==> config.mk <==
export PLATFORM = sky130hd
export DESIGN_NAME = generic_fifo_write_packer_flat
export DESIGN_NICKNAME = d
export VERILOG_FILES = /design/src/rtl/generic_fifo_write_packer_if.sv /design/src/rtl/generic_fifo_write_packer.sv /design/src/flat_wrapper.sv
export SDC_FILE = /design/constraint.sdc
export NUM_CORES = 1
export LEC_CHECK = 0
export ABC_AREA = 1
export ABC_CLOCK_PERIOD_IN_PS = 1900
export BUFFER_PORTS_ARGS = -buffer_cell sky130_fd_sc_hd__clkbuf_2
export CORE_ASPECT_RATIO = 0.8
export CORE_MARGIN = 3
export CORE_UTILIZATION = 40
export CTS_CLUSTER_SIZE = 24
export DETAILED_ROUTE_END_ITERATION = 16
export GPL_TIMING_DRIVEN = 0
export PLACE_DENSITY = 0.58
export SLEW_MARGIN = 20
export SYNTH_ARGS = -nofsm -noshare
export SYNTH_HDL_FRONTEND = slang
export SYNTH_SLANG_ARGS = --single-unit
==> constraint.sdc <==
create_clock -name clk -period 1.9 [get_ports clk]
set_input_delay 0.095 -clock clk [delete_from_list [all_inputs] [get_ports clk]]
set_output_delay 0.095 -clock clk [all_outputs]
set_load 0.02 [all_outputs]
==> src/rtl/generic_fifo_write_packer_if.sv <==
// Handshake bundle between the narrow beat source, the packer and the
// downstream FIFO write port.  The packer uses the slave modport; the
// beat source / FIFO model side uses the master modport.
interface generic_fifo_write_packer_if #(
    parameter int IN_WIDTH = 8,
    parameter int RATIO    = 4
);
    localparam int OUT_WIDTH = IN_WIDTH * RATIO;
    localparam int LANE_W    = $clog2(RATIO + 1);

    logic                 in_valid;
    logic                 in_ready;
    logic [IN_WIDTH-1:0]  in_data;
    logic                 in_last;
    logic                 write;
    logic [OUT_WIDTH-1:0] write_data;
    logic [LANE_W-1:0]    write_lanes;
    logic                 write_last;
    logic                 almost_full;

    modport master (
        output in_valid, in_data, in_last, almost_full,
        input  in_ready, write, write_data, write_lanes, write_last
    );

    modport slave (
        input  in_valid, in_data, in_last, almost_full,
        output in_ready, write, write_data, write_lanes, write_last
    );
endinterface

==> src/rtl/generic_fifo_write_packer.sv <==
// generic_fifo_write_packer
// Packs RATIO narrow beats (first beat in the LSB lane) into one FIFO word
// and writes it with a valid-lane count and a packet-last flag.  A partial
// word is flushed, zero padded, on in_last.  almost_full sampled in the
// completion cycle parks the finished word in HOLD until the FIFO drains.
// Optional feature macro: GENERIC_FIFO_PACKER_TIMEOUT_EN (idle auto-flush).
module generic_fifo_write_packer #(
    parameter int IN_WIDTH = 8,
    parameter int RATIO    = 4,
    parameter int TIMEOUT  = 16
) (
    input  logic clk,
    input  logic reset_poweron_n,
    input  logic clear,
    generic_fifo_write_packer_if.slave bus
);
    localparam int OUT_WIDTH = IN_WIDTH * RATIO;
    localparam int LANE_W    = $clog2(RATIO + 1);
    // An illegal configuration never accepts beats rather than misbehaving.
    localparam bit PARAMS_OK = (RATIO >= 2) && (TIMEOUT >= 1);

    typedef enum logic [0:0] {FILL = 1'b0, HOLD = 1'b1} state_t;

    state_t               state_r, state_s;
    logic [LANE_W-1:0]    count_r, count_s;
    logic [OUT_WIDTH-1:0] acc_r, acc_s;
    logic [OUT_WIDTH-1:0] hold_data_r, hold_data_s;
    logic [LANE_W-1:0]    hold_lanes_r, hold_lanes_s;
    logic                 hold_last_r, hold_last_s;
    logic                 write_r, write_s;
    logic [OUT_WIDTH-1:0] write_data_r, write_data_s;
    logic [LANE_W-1:0]    write_lanes_r, write_lanes_s;
    logic                 write_last_r, write_last_s;

    logic                 ready_s;
    logic                 accept_s;
    logic                 complete_s;
    logic [OUT_WIDTH-1:0] word_s;
    logic [LANE_W-1:0]    word_lanes_s;
    logic                 word_last_s;
    logic                 timeout_s;

`ifdef GENERIC_FIFO_PACKER_TIMEOUT_EN
    localparam int IDLE_W = $clog2(TIMEOUT + 1);
    logic [IDLE_W-1:0] idle_r, idle_s;
`endif

    // Beats are refused while reset/clear is active and while a word is parked.
    assign ready_s      = PARAMS_OK && reset_poweron_n && !clear && (state_r == FILL);
    assign accept_s     = bus.in_valid && ready_s;
    assign bus.in_ready = ready_s;

    assign bus.write       = write_r;
    assign bus.write_data  = write_data_r;
    assign bus.write_lanes = write_lanes_r;
    assign bus.write_last  = write_last_r;

    // Next-state, accumulator, hold latch and write-port decode.
    always_comb begin
        state_s       = state_r;
        count_s       = count_r;
        acc_s         = acc_r;
        hold_data_s   = hold_data_r;
        hold_lanes_s  = hold_lanes_r;
        hold_last_s   = hold_last_r;
        write_s       = 1'b0;
        write_data_s  = write_data_r;
        write_lanes_s = write_lanes_r;
        write_last_s  = write_last_r;
        word_s        = acc_r;
        word_lanes_s  = count_r;
        word_last_s   = 1'b0;
        complete_s    = 1'b0;
        timeout_s     = 1'b0;
`ifdef GENERIC_FIFO_PACKER_TIMEOUT_EN
        idle_s        = idle_r;
`endif

        case (state_r)
            FILL: begin
                if (accept_s) begin
                    // Unused lanes of acc_r are always zero, so only the target lane changes.
                    for (int i = 0; i < RATIO; i++) begin
                        if (count_r == LANE_W'(i)) begin
                            word_s[i*IN_WIDTH +: IN_WIDTH] = bus.in_data;
                        end else begin
                            word_s[i*IN_WIDTH +: IN_WIDTH] = acc_r[i*IN_WIDTH +: IN_WIDTH];
                        end
                    end
                    word_lanes_s = count_r + LANE_W'(1);
                    word_last_s  = bus.in_last;
                    complete_s   = bus.in_last || (count_r == LANE_W'(RATIO - 1));
`ifdef GENERIC_FIFO_PACKER_TIMEOUT_EN
                    idle_s = '0;
`endif
                end else begin
`ifdef GENERIC_FIFO_PACKER_TIMEOUT_EN
                    // This idle cycle is the TIMEOUT-th one: flush the partial word.
                    if (count_r != LANE_W'(0) && reset_poweron_n && !clear) begin
                        if (idle_r == IDLE_W'(TIMEOUT - 1)) begin
                            timeout_s = 1'b1;
                            idle_s    = '0;
                        end else begin
                            idle_s = idle_r + IDLE_W'(1);
                        end
                    end else begin
                        idle_s = '0;
                    end
`endif
                    complete_s = timeout_s;
                end

                if (complete_s) begin
                    count_s = '0;
                    acc_s   = '0;
                    if (!bus.almost_full) begin
                        write_s       = 1'b1;
                        write_data_s  = word_s;
                        write_lanes_s = word_lanes_s;
                        write_last_s  = word_last_s;
                    end else begin
                        state_s      = HOLD;
                        hold_data_s  = word_s;
                        hold_lanes_s = word_lanes_s;
                        hold_last_s  = word_last_s;
                    end
                end else if (accept_s) begin
                    count_s = word_lanes_s;
                    acc_s   = word_s;
                end else begin
                    count_s = count_r;
                end
            end
            HOLD: begin
                if (!bus.almost_full) begin
                    write_s       = 1'b1;
                    write_data_s  = hold_data_r;
                    write_lanes_s = hold_lanes_r;
                    write_last_s  = hold_last_r;
                    state_s       = FILL;
                end else begin
                    state_s = HOLD;
                end
            end
            default: begin
                state_s = FILL;
                count_s = '0;
                acc_s   = '0;
            end
        endcase
    end

    // State and output registers; reset and clear discard everything, including a parked word.
    always_ff @(posedge clk) begin
        if (!reset_poweron_n || clear) begin
            state_r       <= FILL;
            count_r       <= '0;
            acc_r         <= '0;
            hold_data_r   <= '0;
            hold_lanes_r  <= '0;
            hold_last_r   <= 1'b0;
            write_r       <= 1'b0;
            write_data_r  <= '0;
            write_lanes_r <= '0;
            write_last_r  <= 1'b0;
`ifdef GENERIC_FIFO_PACKER_TIMEOUT_EN
            idle_r        <= '0;
`endif
        end else begin
            state_r       <= state_s;
            count_r       <= count_s;
            acc_r         <= acc_s;
            hold_data_r   <= hold_data_s;
            hold_lanes_r  <= hold_lanes_s;
            hold_last_r   <= hold_last_s;
            write_r       <= write_s;
            write_data_r  <= write_data_s;
            write_lanes_r <= write_lanes_s;
            write_last_r  <= write_last_s;
`ifdef GENERIC_FIFO_PACKER_TIMEOUT_EN
            idle_r        <= idle_s;
`endif
        end
    end
endmodule

==> src/flat_wrapper.sv <==
// flat-port wrapper written by rule: the top's interface ports become plain ports
module generic_fifo_write_packer_flat 
#(
    parameter int IN_WIDTH = 8,
    parameter int RATIO    = 4,
    parameter int TIMEOUT  = 16
)
  (clk, reset_poweron_n, clear, bus_in_valid, bus_in_data, bus_in_last, bus_almost_full, bus_in_ready, bus_write, bus_write_data, bus_write_lanes, bus_write_last);
  generic_fifo_write_packer_if #(.IN_WIDTH(IN_WIDTH), .RATIO(RATIO)) bus_i ();
  input  logic clk;
  input  logic reset_poweron_n;
  input  logic clear;
  input wire logic [$bits(bus_i.in_valid)-1:0] bus_in_valid;
  input wire logic [$bits(bus_i.in_data)-1:0] bus_in_data;
  input wire logic [$bits(bus_i.in_last)-1:0] bus_in_last;
  input wire logic [$bits(bus_i.almost_full)-1:0] bus_almost_full;
  output wire logic [$bits(bus_i.in_ready)-1:0] bus_in_ready;
  output wire logic [$bits(bus_i.write)-1:0] bus_write;
  output wire logic [$bits(bus_i.write_data)-1:0] bus_write_data;
  output wire logic [$bits(bus_i.write_lanes)-1:0] bus_write_lanes;
  output wire logic [$bits(bus_i.write_last)-1:0] bus_write_last;
  assign bus_i.in_valid = bus_in_valid;
  assign bus_i.in_data = bus_in_data;
  assign bus_i.in_last = bus_in_last;
  assign bus_i.almost_full = bus_almost_full;
  assign bus_in_ready = bus_i.in_ready;
  assign bus_write = bus_i.write;
  assign bus_write_data = bus_i.write_data;
  assign bus_write_lanes = bus_i.write_lanes;
  assign bus_write_last = bus_i.write_last;
  generic_fifo_write_packer #(.IN_WIDTH(IN_WIDTH), .RATIO(RATIO), .TIMEOUT(TIMEOUT)) u_core (.clk(clk), .reset_poweron_n(reset_poweron_n), .clear(clear), .bus(bus_i));
endmodule
==> results_dict.tcl <==
set metrics [dict create \
    grt.total_usage 0.214 \
    cts_sinks 109 \
    p_int_mw 3.37 \
    slowest_stage "clkbuf_4" \
    vias_per_cell 4.70 \
    period_share 0.952 \
    die_x_um 136 \
    maxSlewViolCount 0 \
    drc_errors 0 \
    outcome "complete, no violations" \
    gp_congestion 0.888 \
    portBuffers 51 \
    min_period_ps 1810 \
    startpoint_type "flop" \
    nets 944 \
    ys.flop_type "dfxtp_1" \
    crit_required_ps 2140 \
    critPathMaxFanout 10 \
    clock_power_share 0.405 \
    die_y_um 110 \
    fmaxAchievable_mhz 553 \
    routedWlPerCell_um 13.9 \
    setup_tns_ps 0 \
    dp_cells 1083 \
    wirelength_um 15400 \
    swShare 0.248 \
    critPathArrivalTime_ps 2050 \
    cap_violations 0 \
    cp_slowest_stage_delay_ps 330 \
    grt_max_degree 17 \
    fp.coreArea_sq_um 13000 \
    worst_hold_slack_ps 43.2 \
    synth_area_sq_um 5390 \
    die-area_sq_um 14900 \
    final_cell_area_sq_um 6400 \
    crit_chain "clkbuf_4 -> inv_2 -> nand4_2 -> clkbuf_4 -> nand2_1 -> a21oi_1 -> nor2_1 -> nor2_1" \
    fin_skew_ps 4.30 \
    num-fill-cells 1363 \
    dp_hpwl_um 10500 \
    holdBufCountCts 0 \
    ys_ff_latch 109 \
    drt.antenna.violating_nets 0 \
    diodes 0 \
    crit_type "flop to flop" \
    setup_viol 0 \
    slew_headroom 0.496 \
    comb_power_share 0.079 \
    cts-root-buf "clkbuf_16" \
    dr.first_iter.drc_count 406 \
    overflow 0 \
    synth_enable_flop_cells 0 \
    syn_to_final_growth_pct 18.7 \
    ctsHtreeMaxLevel 3 \
    switchingPower_mw 1.11 \
    vias 5192 \
    clkLatencyLatePin_ps 350 \
    dr.pass1.iters 5 \
    cts_tree "done" \
    yosysWarnings 0 \
    final_cell_count_no_fill 1105 \
    dpl-instance-area_sq_um 5870 \
    numCtsBuffers 9 \
    seqPwrFrac 0.516 \
    start_util 0.415 \
    drive_above_1_share 0.152 \
    grt_pass1_vias 4627 \
    synthCells 857 \
    clk_pin_slew_worst_paths_ps 70 \
    avgSynthCellArea_sq_um 6.29 \
    min_path_type "primary input to flop" \
    worst_pin_slew_ps 754 \
    async_reset_ff_frac 0 \
    p_per_area_nw_per_um2 699 \
    power.leakage_nw 3.46 \
    finalHoldViolations 0 \
    synth_cell_types 25 \
    fp-row-count 37 \
    utilization 0.492 \
    max-vdd-ir-drop_uv 426 \
    ys_seq_area_frac 0.405 \
    antenna_found_initial 0 \
    clockBufferDepth 2 \
    io_pins 52 \
    syn-num-nets 876 \
    endpoint_kind "flop" \
    grt_pass1_wl_um 24700 \
]
[metal layers]
metal | up-vias | track usage | wire [um]
met5 | - | 0 | 0
li1 | 2751 | - | -
met4 | 0 | 0.0489 | 287
met2 | 126 | 0.331 | 6360
met3 | 18 | 0.0366 | 803
met1 | 2297 | 0.312 | 7940
[cells in the mapped netlist (4+ instances only)]
library cell / number / area, sq um
inv_2: 5 / 18.8
clkbuf_1: 18 / 67.6
nor2_1: 142 / 533
inv_1: 78 / 293
buf_6: 7 / 78.8
ha_1: 5 / 62.6
nand2_1: 320 / 1200
nand2_2: 12 / 75.1
o21ai_1: 4 / 20.0
o21ai_0: 30 / 150
nand3_1: 59 / 295
dfxtp_1: 109 / 2180
buf_2: 16 / 80.1
a21oi_1: 35 / 175
[what timing repair did]
item | in CTS | in global routing
gates cloned | 0 | 3
resized for setup | 24 | 25
endpoints found under the setup margin | 106 | 95
pin swaps | 1 | 11
hold endpoints to repair | 0 | 0
setup buffers | 4 | 2
[worst paths after layout]
path                          start                        to  slack (ps)  cells after the start
max                  u_core.state_r  u_core.bus.write_data[0]          90                      8
min                     bus_in_last        u_core.hold_last_r          40                      3
max reg2reg          u_core.state_r  u_core.bus.write_data[0]          90                      8
min reg2reg  u_core.hold_lanes_r[2]    u_core.hold_lanes_r[2]         440                      2
[power groups by stage]
| stage | Sequential, mW | Clock (mW) | Combinational, mW |
|---|---|---|---|
| after floorplan | 2.37 | 0 | 0.196 |
| after global placement | 2.36 | 0 | 0.327 |
| after detailed placement | 2.36 | 0 | 0.327 |
| after CTS | 2.31 | 1.84 | 0.340 |
| after global routing | 2.31 | 1.94 | 0.394 |
| final | 2.31 | 1.81 | 0.355 |
[metrics by stage]
| step | setup WS (ps) | total power [mW] |
|---|---|---|
| 4_1_cts | 9.56 | 4.49 |
| 6_report | 90.7 | 4.48 |
| 3_5_place_dp | -471 | 2.69 |
| 5_1_grt | -10.6 | 4.64 |
| 3_3_place_gp | -459 | 2.69 |
| 2_1_floorplan | 34.6 | 2.57 |
[layout by cell type, fill, tap and decap left out, types with 4 or more instances in the layout]
cell / n
nand2_1: 317
nor2_1: 140
dfxtp_1: 107
inv_1: 76
nand3_1: 59
clkbuf_2: 55
a21oi_1: 35
o21ai_0: 30
nand2_2: 15
clkbuf_1: 12
clkbuf_16: 12
buf_4: 11
buf_6: 8
buf_2: 5
buf_8: 4
o21ai_1: 4
[logic make-up after synthesis]
| family | Yosys count | synth area share |
|---|---|---|
| adder cells (fa/ha/maj) | 5 | 0.0116 |
| flip-flops | 109 | 0.405 |
| AO/OA/AOI/OAI | 70 | 0.0654 |
| AND/OR/NAND/NOR | 543 | 0.412 |
| buffers and inverters | 130 | 0.106 |
[worst max-delay path: cells and delay by family (launching register included)]
| family | cells | cell delay, ps |
|---|---|---|
| compound gates | 1 | 60 |
| simple gates | 4 | 630 |
| buf+inv | 3 | 700 |
| flops | 1 | 300 |
[layout make-up]
type                    instances  area (sq um)  share of cell area
well taps                     175           219              0.0342
clock inverters                 4          22.5             0.00352
inverters                      83           327              0.0510
repair buffers                 60           375              0.0586
flip-flops and latches        109          2190               0.342
multi-input cells             618          2690               0.420
clock buffers                  12           256              0.0401
plain buffers                  44           328              0.0512
[state kept, by name, summed over array words and instances (netlist names)]
register,count
u_core.acc_r,32
u_core.bus.write,1
u_core.bus.write_data,32
u_core.bus.write_lanes,3
u_core.bus.write_last,1
u_core.count_r,3
u_core.hold_data_r,32
u_core.hold_lanes_r,3
u_core.hold_last_r,1
u_core.state_r,1
Note: power is estimated with default switching activity, not from simulation.
